File: config.mk
export PLATFORM = sky130hd
export DESIGN_NAME = keypad_key_injector
export DESIGN_NICKNAME = d
export VERILOG_FILES = /design/src/rtl/keypad_key_injector.sv
export SDC_FILE = /design/constraint.sdc
export NUM_CORES = 1
export LEC_CHECK = 0
export ABC_AREA = 1
export CAP_MARGIN = 25
export CORE_MARGIN = 8
export CORE_UTILIZATION = 30
export DETAILED_ROUTE_END_ITERATION = 16
export PLACE_DENSITY = 0.54
export SLEW_MARGIN = 20
export SYNTH_ARGS = -nofsm -noshare
export SYNTH_HDL_FRONTEND = slang
export SYNTH_SLANG_ARGS = --single-unit
File: constraint.sdc
create_clock -name clk -period 2.15 [get_ports clk]
set_input_delay 0.43 -clock clk [delete_from_list [all_inputs] [get_ports clk]]
set_output_delay 0.43 -clock clk [all_outputs]
set_load 0.05 [all_outputs]
File: src/rtl/keypad_key_injector.sv
`default_nettype none
// ============================================================================
//  Module   : keypad_key_injector
//  Purpose  : Keypad-side responder for the 4x4 row-sweep scanner. Accepts
//             one key code at a time (keypad encoder code space), then
//             answers the scanner's one-hot row drive with the matching
//             one-hot column pattern for HOLD_CYCLES clocks, followed by a
//             forced release of GAP_CYCLES clocks.
//
//  Ports    :
//    clk        in   1  clock
//    rst        in   1  asynchronous active-high reset
//    key_code   in   8  key to press (encoder code space)
//    key_valid  in   1  press request, sampled only while key_ready=1
//    row_in     in   4  scanner row drive, one-hot active-high
//    col_out    out  4  column lines to scanner, one-hot, 0 = no key
//    key_ready  out  1  high while idle
//    busy       out  1  high while pressing or releasing
//    done       out  1  single-cycle pulse on return to idle
//    hit        out  1  qualified by done: row match seen during the press
//    err        out  1  single-cycle pulse on an illegal key_code request
//
//  Options  : define KEYINJ_BOUNCE_EN to gate the column drive on odd
//             counter values during the first BOUNCE_CYCLES press cycles
//             (contact-bounce model). Without it the press is clean and
//             BOUNCE_CYCLES has no effect.
//
//  Revision : 1.0 - initial release
// ============================================================================
module keypad_key_injector #(
    parameter int HOLD_CYCLES   = 1000000,
    parameter int GAP_CYCLES    = 1000000,
    parameter int CNT_W         = 24,
    parameter int BOUNCE_CYCLES = 8
) (
    input  logic       clk,
    input  logic       rst,
    input  logic [7:0] key_code,
    input  logic       key_valid,
    input  logic [3:0] row_in,
    output logic [3:0] col_out,
    output logic       key_ready,
    output logic       busy,
    output logic       done,
    output logic       hit,
    output logic       err
);

    // ------------------------------------------------------------------
    // Constants
    // ------------------------------------------------------------------
    localparam logic [CNT_W-1:0] HOLD_LAST  = CNT_W'(HOLD_CYCLES - 1);
    localparam logic [CNT_W-1:0] GAP_LAST   = CNT_W'(GAP_CYCLES - 1);
    localparam logic [CNT_W-1:0] BOUNCE_LIM = CNT_W'(BOUNCE_CYCLES);
    localparam logic [CNT_W-1:0] CNT_ONE    = CNT_W'(1);

`ifdef KEYINJ_BOUNCE_EN
    localparam bit BOUNCE_ON = 1'b1;
`else
    localparam bit BOUNCE_ON = 1'b0;
`endif

    typedef enum logic [1:0] {
        IDLE    = 2'd0,
        PRESS   = 2'd1,
        RELEASE = 2'd2
    } state_t;

    // ------------------------------------------------------------------
    // State
    // ------------------------------------------------------------------
    state_t           state;
    logic [CNT_W-1:0] cnt;
    logic [3:0]       col_lat;
    logic [3:0]       row_lat;
    logic             hit_flag;

    // ------------------------------------------------------------------
    // Key decode: key_code -> {col, row}. Digits sit in the lower three
    // rows; operators are already encoded as {col,row} and map to
    // themselves.
    // ------------------------------------------------------------------
    logic [3:0] dec_col;
    logic [3:0] dec_row;
    logic       dec_legal;

    always_comb begin
        dec_col   = 4'b0000;
        dec_row   = 4'b0000;
        dec_legal = 1'b1;
        case (key_code)
            8'h00: {dec_col, dec_row} = 8'b1000_0001;
            8'h01: {dec_col, dec_row} = 8'b0100_0001;
            8'h02: {dec_col, dec_row} = 8'b0100_0010;
            8'h03: {dec_col, dec_row} = 8'b0100_0100;
            8'h04: {dec_col, dec_row} = 8'b0010_0001;
            8'h05: {dec_col, dec_row} = 8'b0010_0010;
            8'h06: {dec_col, dec_row} = 8'b0010_0100;
            8'h07: {dec_col, dec_row} = 8'b0001_0001;
            8'h08: {dec_col, dec_row} = 8'b0001_0010;
            8'h09: {dec_col, dec_row} = 8'b0001_0100;
            8'h82: {dec_col, dec_row} = 8'b1000_0010; // add
            8'h84: {dec_col, dec_row} = 8'b1000_0100; // sub
            8'h88: {dec_col, dec_row} = 8'b1000_1000; // mult
            8'h18: {dec_col, dec_row} = 8'b0001_1000; // clear
            8'h48: {dec_col, dec_row} = 8'b0100_1000; // equal
            8'h28: {dec_col, dec_row} = 8'b0010_1000; // divide
            default: dec_legal = 1'b0;
        endcase
    end

    // ------------------------------------------------------------------
    // Row match. The latched row is always one-hot, so an exact compare
    // automatically rejects any row_in that is not one-hot.
    // ------------------------------------------------------------------
    logic row_match;
    logic bounce_gate;
    logic drive;

    always_comb begin
        row_match   = (row_in == row_lat);
        // Odd counter values inside the bounce window open the contact.
        bounce_gate = BOUNCE_ON && (cnt < BOUNCE_LIM) && cnt[0];
        drive       = row_match && !bounce_gate;
    end

    // ------------------------------------------------------------------
    // Control FSM with registered outputs
    // ------------------------------------------------------------------
    always_ff @(posedge clk or posedge rst) begin
        if (rst) begin
            state     <= IDLE;
            cnt       <= '0;
            col_lat   <= 4'b0000;
            row_lat   <= 4'b0000;
            hit_flag  <= 1'b0;
            col_out   <= 4'b0000;
            key_ready <= 1'b1;
            busy      <= 1'b0;
            done      <= 1'b0;
            hit       <= 1'b0;
            err       <= 1'b0;
        end else begin
            // Pulse outputs default low every cycle.
            done <= 1'b0;
            hit  <= 1'b0;
            err  <= 1'b0;

            case (state)
                IDLE: begin
                    col_out <= 4'b0000;
                    if (key_valid) begin
                        if (dec_legal) begin
                            col_lat   <= dec_col;
                            row_lat   <= dec_row;
                            cnt       <= '0;
                            hit_flag  <= 1'b0;
                            state     <= PRESS;
                            key_ready <= 1'b0;
                            busy      <= 1'b1;
                        end else begin
                            err <= 1'b1;
                        end
                    end
                end

                PRESS: begin
                    // One clock of latency from row_in to col_out.
                    col_out <= drive ? col_lat : 4'b0000;
                    if (drive) begin
                        hit_flag <= 1'b1;
                    end
                    if (cnt == HOLD_LAST) begin
                        cnt   <= '0;
                        state <= RELEASE;
                    end else begin
                        cnt <= cnt + CNT_ONE;
                    end
                end

                RELEASE: begin
                    col_out <= 4'b0000;
                    if (cnt == GAP_LAST) begin
                        cnt       <= '0;
                        state     <= IDLE;
                        done      <= 1'b1;
                        hit       <= hit_flag;
                        key_ready <= 1'b1;
                        busy      <= 1'b0;
                    end else begin
                        cnt <= cnt + CNT_ONE;
                    end
                end

                default: begin
                    // Unreachable encoding: recover to idle quietly.
                    state     <= IDLE;
                    cnt       <= '0;
                    col_out   <= 4'b0000;
                    key_ready <= 1'b1;
                    busy      <= 1'b0;
                end
            endcase
        end
    end

endmodule
`default_nettype wire

=== Word-level counts from Yosys, hierarchy flattened ===
Cells that the tools add are included.

* $add $sub $neg: 1
* Equality and inequality tests: 24
* Mux-type cells: 31
* Bitwise operators: 1
* Reduce and logical (&&, ||, !) cells: 18

{| class="wikitable"
|+ Operators with widths
! cell !! count
|-
| 2-to-1 mux 24 bit || 3
|-
| case mux 24 bit (2 select lines) || 1
|-
| == test 8 x 3 -> 1 bit, second input constant || 4
|-
| case mux 4 bit (4 select lines) || 2
|-
| OR reduction 4 bit || 8
|-
| adder 24 x 1 -> 24 bit, second input constant || 1
|-
| == test 24 x 20 -> 1 bit, second input constant || 1
|-
| == test 8 bit, second input constant || 3
|-
| == test 8 x 2 -> 1 bit, second input constant || 2
|-
| == test 8 x 4 -> 1 bit, second input constant || 2
|-
| OR reduction 16 bit || 1
|-
| 2-to-1 mux 1 bit || 15
|-
| AND reduction 4 bit || 3
|-
| != test 2 bit, second input constant || 5
|-
| == test 8 x 1 -> 1 bit, second input constant || 1
|-
| == test 8 x 5 -> 1 bit, second input constant || 1
|-
| == test 8 x 6 -> 1 bit, second input constant || 1
|-
| == test 8 x 7 -> 1 bit, second input constant || 1
|-
| logical NOT 8 bit || 1
|-
| 2-to-1 mux 2 bit || 4
|-
| 2-to-1 mux 4 bit || 2
|-
| case mux 1 bit (3 select lines) || 2
|-
| case mux 2 bit (3 select lines) || 1
|-
| == test 4 bit || 1
|-
| other kinds (9) || 9
|}

* Register bits after elaboration: 44
* Word-level logic and storage cells: 86

=== Depth between registers and ports, before layout ===
Gate-level depths: netlist of run 1.

* Depth after elaboration: 6
* Mapped depth: 11
* Gate-level depth less buffers: 11

=== Least setup slack after synthesis of run 1 ===
Ideal clock, no wire load.

* Path kind: flip-flop to flip-flop
* Start: register cnt[0]
* End: register cnt[5]
* Arrival time: 1.620 ns
* Data required time: 2.076 ns
* Path slack: 0.456 ns
* Stages on the path, launching flop included: 10
* Buffers on the path: 1
* Cell sequence: dfrtp_1 > ha_1 > nand2_1 > inv_1 > nand2_1 > nor2_1 > nand3_1 > clkbuf_1 > nand4_1 > o21ai_2

* Word-level cells in the longest chain between the ends: 3
* Elaborated cells on any way between the ends: 4
* Those cells by class: add/sub: 1; eq/ne: 1; mux: 2

{| class="wikitable"
|+ RTL lines
! what !! line !! RTL
|-
| start, declared || 73 || <nowiki>logic [CNT_W-1:0] cnt;</nowiki>
|-
| start signal, assigned || 177 || <nowiki>cnt <= cnt + CNT_ONE;</nowiki>
|-
| start signal, assigned || 191 || <nowiki>cnt <= cnt + CNT_ONE;</nowiki>
|-
| adder 24 x 1 -> 24 bit / == test 24 x 20 -> 1 bit (equally long branches) || n/a ||
|-
| 2-to-1 mux 24 bit * || 173, 183 ||
|-
| case mux 24 bit (2 select lines) * || 149 || <nowiki>case (state)</nowiki>
|}

Every way passes the cells marked *; elsewhere a longest branch is shown, timed or not.
A chain may end at the register's enable or synchronous reset.

=== Final worst setup path of run 1 ===
* Start: register key_ready
* End: output key_ready

{| class="wikitable"
|+ RTL lines
! what !! line !! RTL
|-
| start, declared || 42 || <nowiki>output logic key_ready,</nowiki>
|-
| start signal, assigned || 138 || <nowiki>key_ready <= 1'b1;</nowiki>
|-
| start signal, assigned || 159 || <nowiki>key_ready <= 1'b0;</nowiki>
|-
| start signal, assigned || 188 || <nowiki>key_ready <= 1'b1;</nowiki>
|}

No word-level cell between the ends.

==> flow_results.org, run 1 <==
** Critical path
- Critical path's largest stage delay :: ~800 ps
- The critical path starts at key_ready$_DFFE_PP1P_.
- Crit path max-delay family :: buffers and inverters
- Nature of the critical path endpoint :: output port
- In this run the critical register-to-register path is launched from cnt[1]$_DFFE_PP0P_.
- Endpoint required time on the critical path :: approximately 1700 ps
- Among all stages on the critical path, the largest delay is contributed by sky130_fd_sc_hd__clkdlybuf4s50_1.
- Worst-case register-to-register setup slack :: 200 ps
- STA classifies the critical path startpoint as a flip-flop.
- Crit Path Category :: reg2out
- Data arrival time of the critical path :: roughly 1600 ps
- Traced cell by cell, the critical path runs through clkdlybuf4s50_1.
- The number of buffers and inverters on the critical path is 1.
- Of all nets on the critical path, the largest fanout is 2.

** Synthesis
- Synthesis produced 436 cells.
- Average size of a mapped cell :: 7.02 sq um
- Flop and latch count out of synthesis :: 44
- The number of nets handed over by synthesis was 455.
- The mapped netlist covers 3060 sq um.
- Syn. warnings :: 0
- Summing the sequential cell areas from Yosys gives about 36% of the chip area.
- Number of unique standard cell types used by synthesis :: 33

** Final layout
- After the last flow step, the layout net total stands at 491.
- Leading cell type in the layout, fill and taps excluded :: sky130_fd_sc_hd__nand2_1
- In the layout the commonest cells are sky130_fd_sc_hd__nand2_1 (127), sky130_fd_sc_hd__nor2_1 (68), sky130_fd_sc_hd__dfrtp_1 (43).
- Proportion of layout cells with a drive suffix above 1 :: 16.5%
- Number of standard cells in the layout, taps in and fillers out :: 609
- At the end of the flow the core is filled with cells to 35.8%.
- From synthesis to final layout, the design area changed by 18.2%.
- N_diodes :: 0

** Floorplanning
- Once the floorplan was initialized, standard cells occupied ~30% of the core.
- In this run the standard cell core region covers 10100 sq um.
- During I/O placement, the number of pins put on the boundary was 24.
- The floorplan step defined a die boundary enclosing between 10000 and 15000 sq um.
- The die is ~120 microns tall.
- The floorplan has 37 rows.
- Die width :: ~120 microns

** STA
- Post-route fraction of the period consumed by the critical path :: 96.1%
- Final setup violation count :: 0
- The final count of pins violating max slew came to 0.
- On the final layout, the worst hold slack is around 450 ps.
- Unrepaired setup endpoints after global routing :: no
- Final worst slack :: 84.8 ps
- The clock period could shrink to ~2100 ps.
- Between clock sinks in the finished design, the worst skew comes to 9.86 ps.
- Pin slew with the least headroom to its limit :: ~530 ps
- Final hold viol count :: 0
- Peak clock frequency supported by timing :: approximately 480 MHz
- In this run the tightest slew margin relative to its limit is 64.6%.

** Route
- Remaining number of nets flagged by the antenna check after routing :: 0
- The routed layout has around 2800 vias.
- Length of the first detailed-routing pass in iterations :: 4
- After detailed routing, the number of remaining DRC violations is 0.
- Total Routed Length :: 7550 microns
- 1st-iter DRT viols :: 115
- After detailed routing, the average wire length per cell comes to ~12 microns.
- Dividing the detail-routed via count by the number of cells gives between 4 and 5.

** Power and ir drop
- In this run the power density over the cells is approximately 650 nW/um^2.
- Worst supply voltage drop on vdd :: 0.287 mV
- Static Leakage :: approximately 0.0016 uW

** CTS
- Clock insertion delay at the later pin of the skew report :: 310 ps
- The clock passes through at most 2 buffers.
- Clock-pin slew on the worst setup and hold paths :: 100 ps
- Buffers added to address setup during post-CTS repair amount to 0.
- Deepest level of the CTS H-tree :: 2
- Cts repair resizes :: 0
- CTS sink count :: 44
- TritonCTS built the clock tree.
- CTS buffer count :: 5
- Hold bufs inserted after CTS :: 0
- In this run the clock root is driven by a sky130_fd_sc_hd__clkbuf_8.

** Global route
- The first global-routing pass estimated around 13000 microns of wire.
- Total grt overflow :: 0
- Largest net degree at the start of global routing :: 23
- Global Route Usage Sum :: 12.2%
- Via count of the first global-routing pass :: 2821
- The initial antenna violation count was 0.

** Placed design
- RD Place Congestion :: 0.937
- Number of input and output port buffers inserted :: 23
- Before CTS, the worst setup slack after placement is -8.41 ps.
- Half-perimeter wire length after placement :: just over 6000 microns
- Number of placed instances with taps included :: about 600

** Run status
- The run finished with clean final reports.

** Flow run
- Max-cap violations in this run came to 0.

** Hold path
- Worst Hold Class :: in2async
flip-flops by register name, indices dropped and copies added (netlist names):
name and flops:
cnt 24, col_lat 4, col_out 4, row_lat 4, state 2, busy 1
done 1, err 1, hit 1, hit_flag 1, key_ready 1
synth_stat cells, drive strengths merged:
| cell | number | area share [%] |
|---|---|---|
| nand2 | 151 | 21 |
| or2 | 3 | 0.61 |
| nor3 | 9 | 1.5 |
| a32oi | 1 | 0.29 |
| nand3b | 2 | 0.49 |
| xor2 | 8 | 2.3 |
| a211oi | 1 | 0.25 |
| nor3b | 1 | 0.25 |
| a21boi | 1 | 0.25 |
| nor2 | 72 | 9.7 |
| clkbuf | 3 | 0.37 |
| dfstp | 1 | 0.86 |
| nor4 | 1 | 0.20 |
| buf | 6 | 2.7 |
| ha | 4 | 1.6 |
| nand3 | 31 | 5.5 |
| inv | 46 | 5.6 |
| nand4 | 16 | 3.3 |
| xnor2 | 3 | 0.86 |
| o21ai | 30 | 7.0 |
| dfrtp | 43 | 35 |
| a21oi | 3 | 0.49 |
per-layer routing:
metal / vias up / track usage, % / wire (microns)
li1: 1457 / - / -
met1: 1256 / 14.6 / 3550
met2: 33 / 21.5 / 3680
met3: 8 / 2.21 / 200
met4: 0 / 4.35 / 123
met5: - / 0 / 0
worst paths after layout:
path / endpoint / cells past startpoint
max: key_ready / 1
min: cnt[11]$_DFFE_PP0P_ / 2
max reg2reg: busy$_DFFE_PP0P_ / 10
min reg2reg: key_ready$_DFFE_PP1P_ / 2
max in group asynchronous: cnt[9]$_DFFE_PP0P_ / 3
min in group clk: key_ready$_DFFE_PP1P_ / 2
area by class of cell:
type,instances,area (sq um)
Fill cell,1127,6480
Multi-Input combinational cell,337,1690
Sequential cell,44,1100
Timing Repair Buffer,38,380
Inverter,46,173
Tap cell,136,170
Clock buffer,6,82.6
Clock inverter,2,15.0
metrics by stage:
stage          power [uW]  cell area (sq um)  TNS [ps]
2_1_floorplan        1570               3060         0
3_3_place_gp         1780               3520     -1.96
3_5_place_dp         1790               3520     -36.4
4_1_cts              2370               3610         0
5_1_grt              2500               3610         0
6_report             2340               3610         0
power breakdown:
part	leakage, uW	switching, uW	internal, uW
logic	0.000943	535	282
registers	0.000607	45.5	895
clock network	0.0000434	321	261
total	0.00159	902	1440
cells by family after synthesis:
| logic type | Yosys count | share of synthesized area [%] |
|---|---|---|
| AOI/OAI and AO/OA | 36 | 8.26 |
| xor gates and xnor gates | 11 | 3.15 |
| adders and majority gates | 4 | 1.64 |
| buffers and inverters | 55 | 8.67 |
| DFF | 44 | 36.0 |
| and+or+nand+nor | 286 | 42.2 |
Power figures use the tool's default switching activity.
==> run 2, diff against run 1 <==
- CAP_MARGIN: 25 -> 15
==> results of run 2 <==
The final DEF is identical to that of run 1; final timing and power are the same.
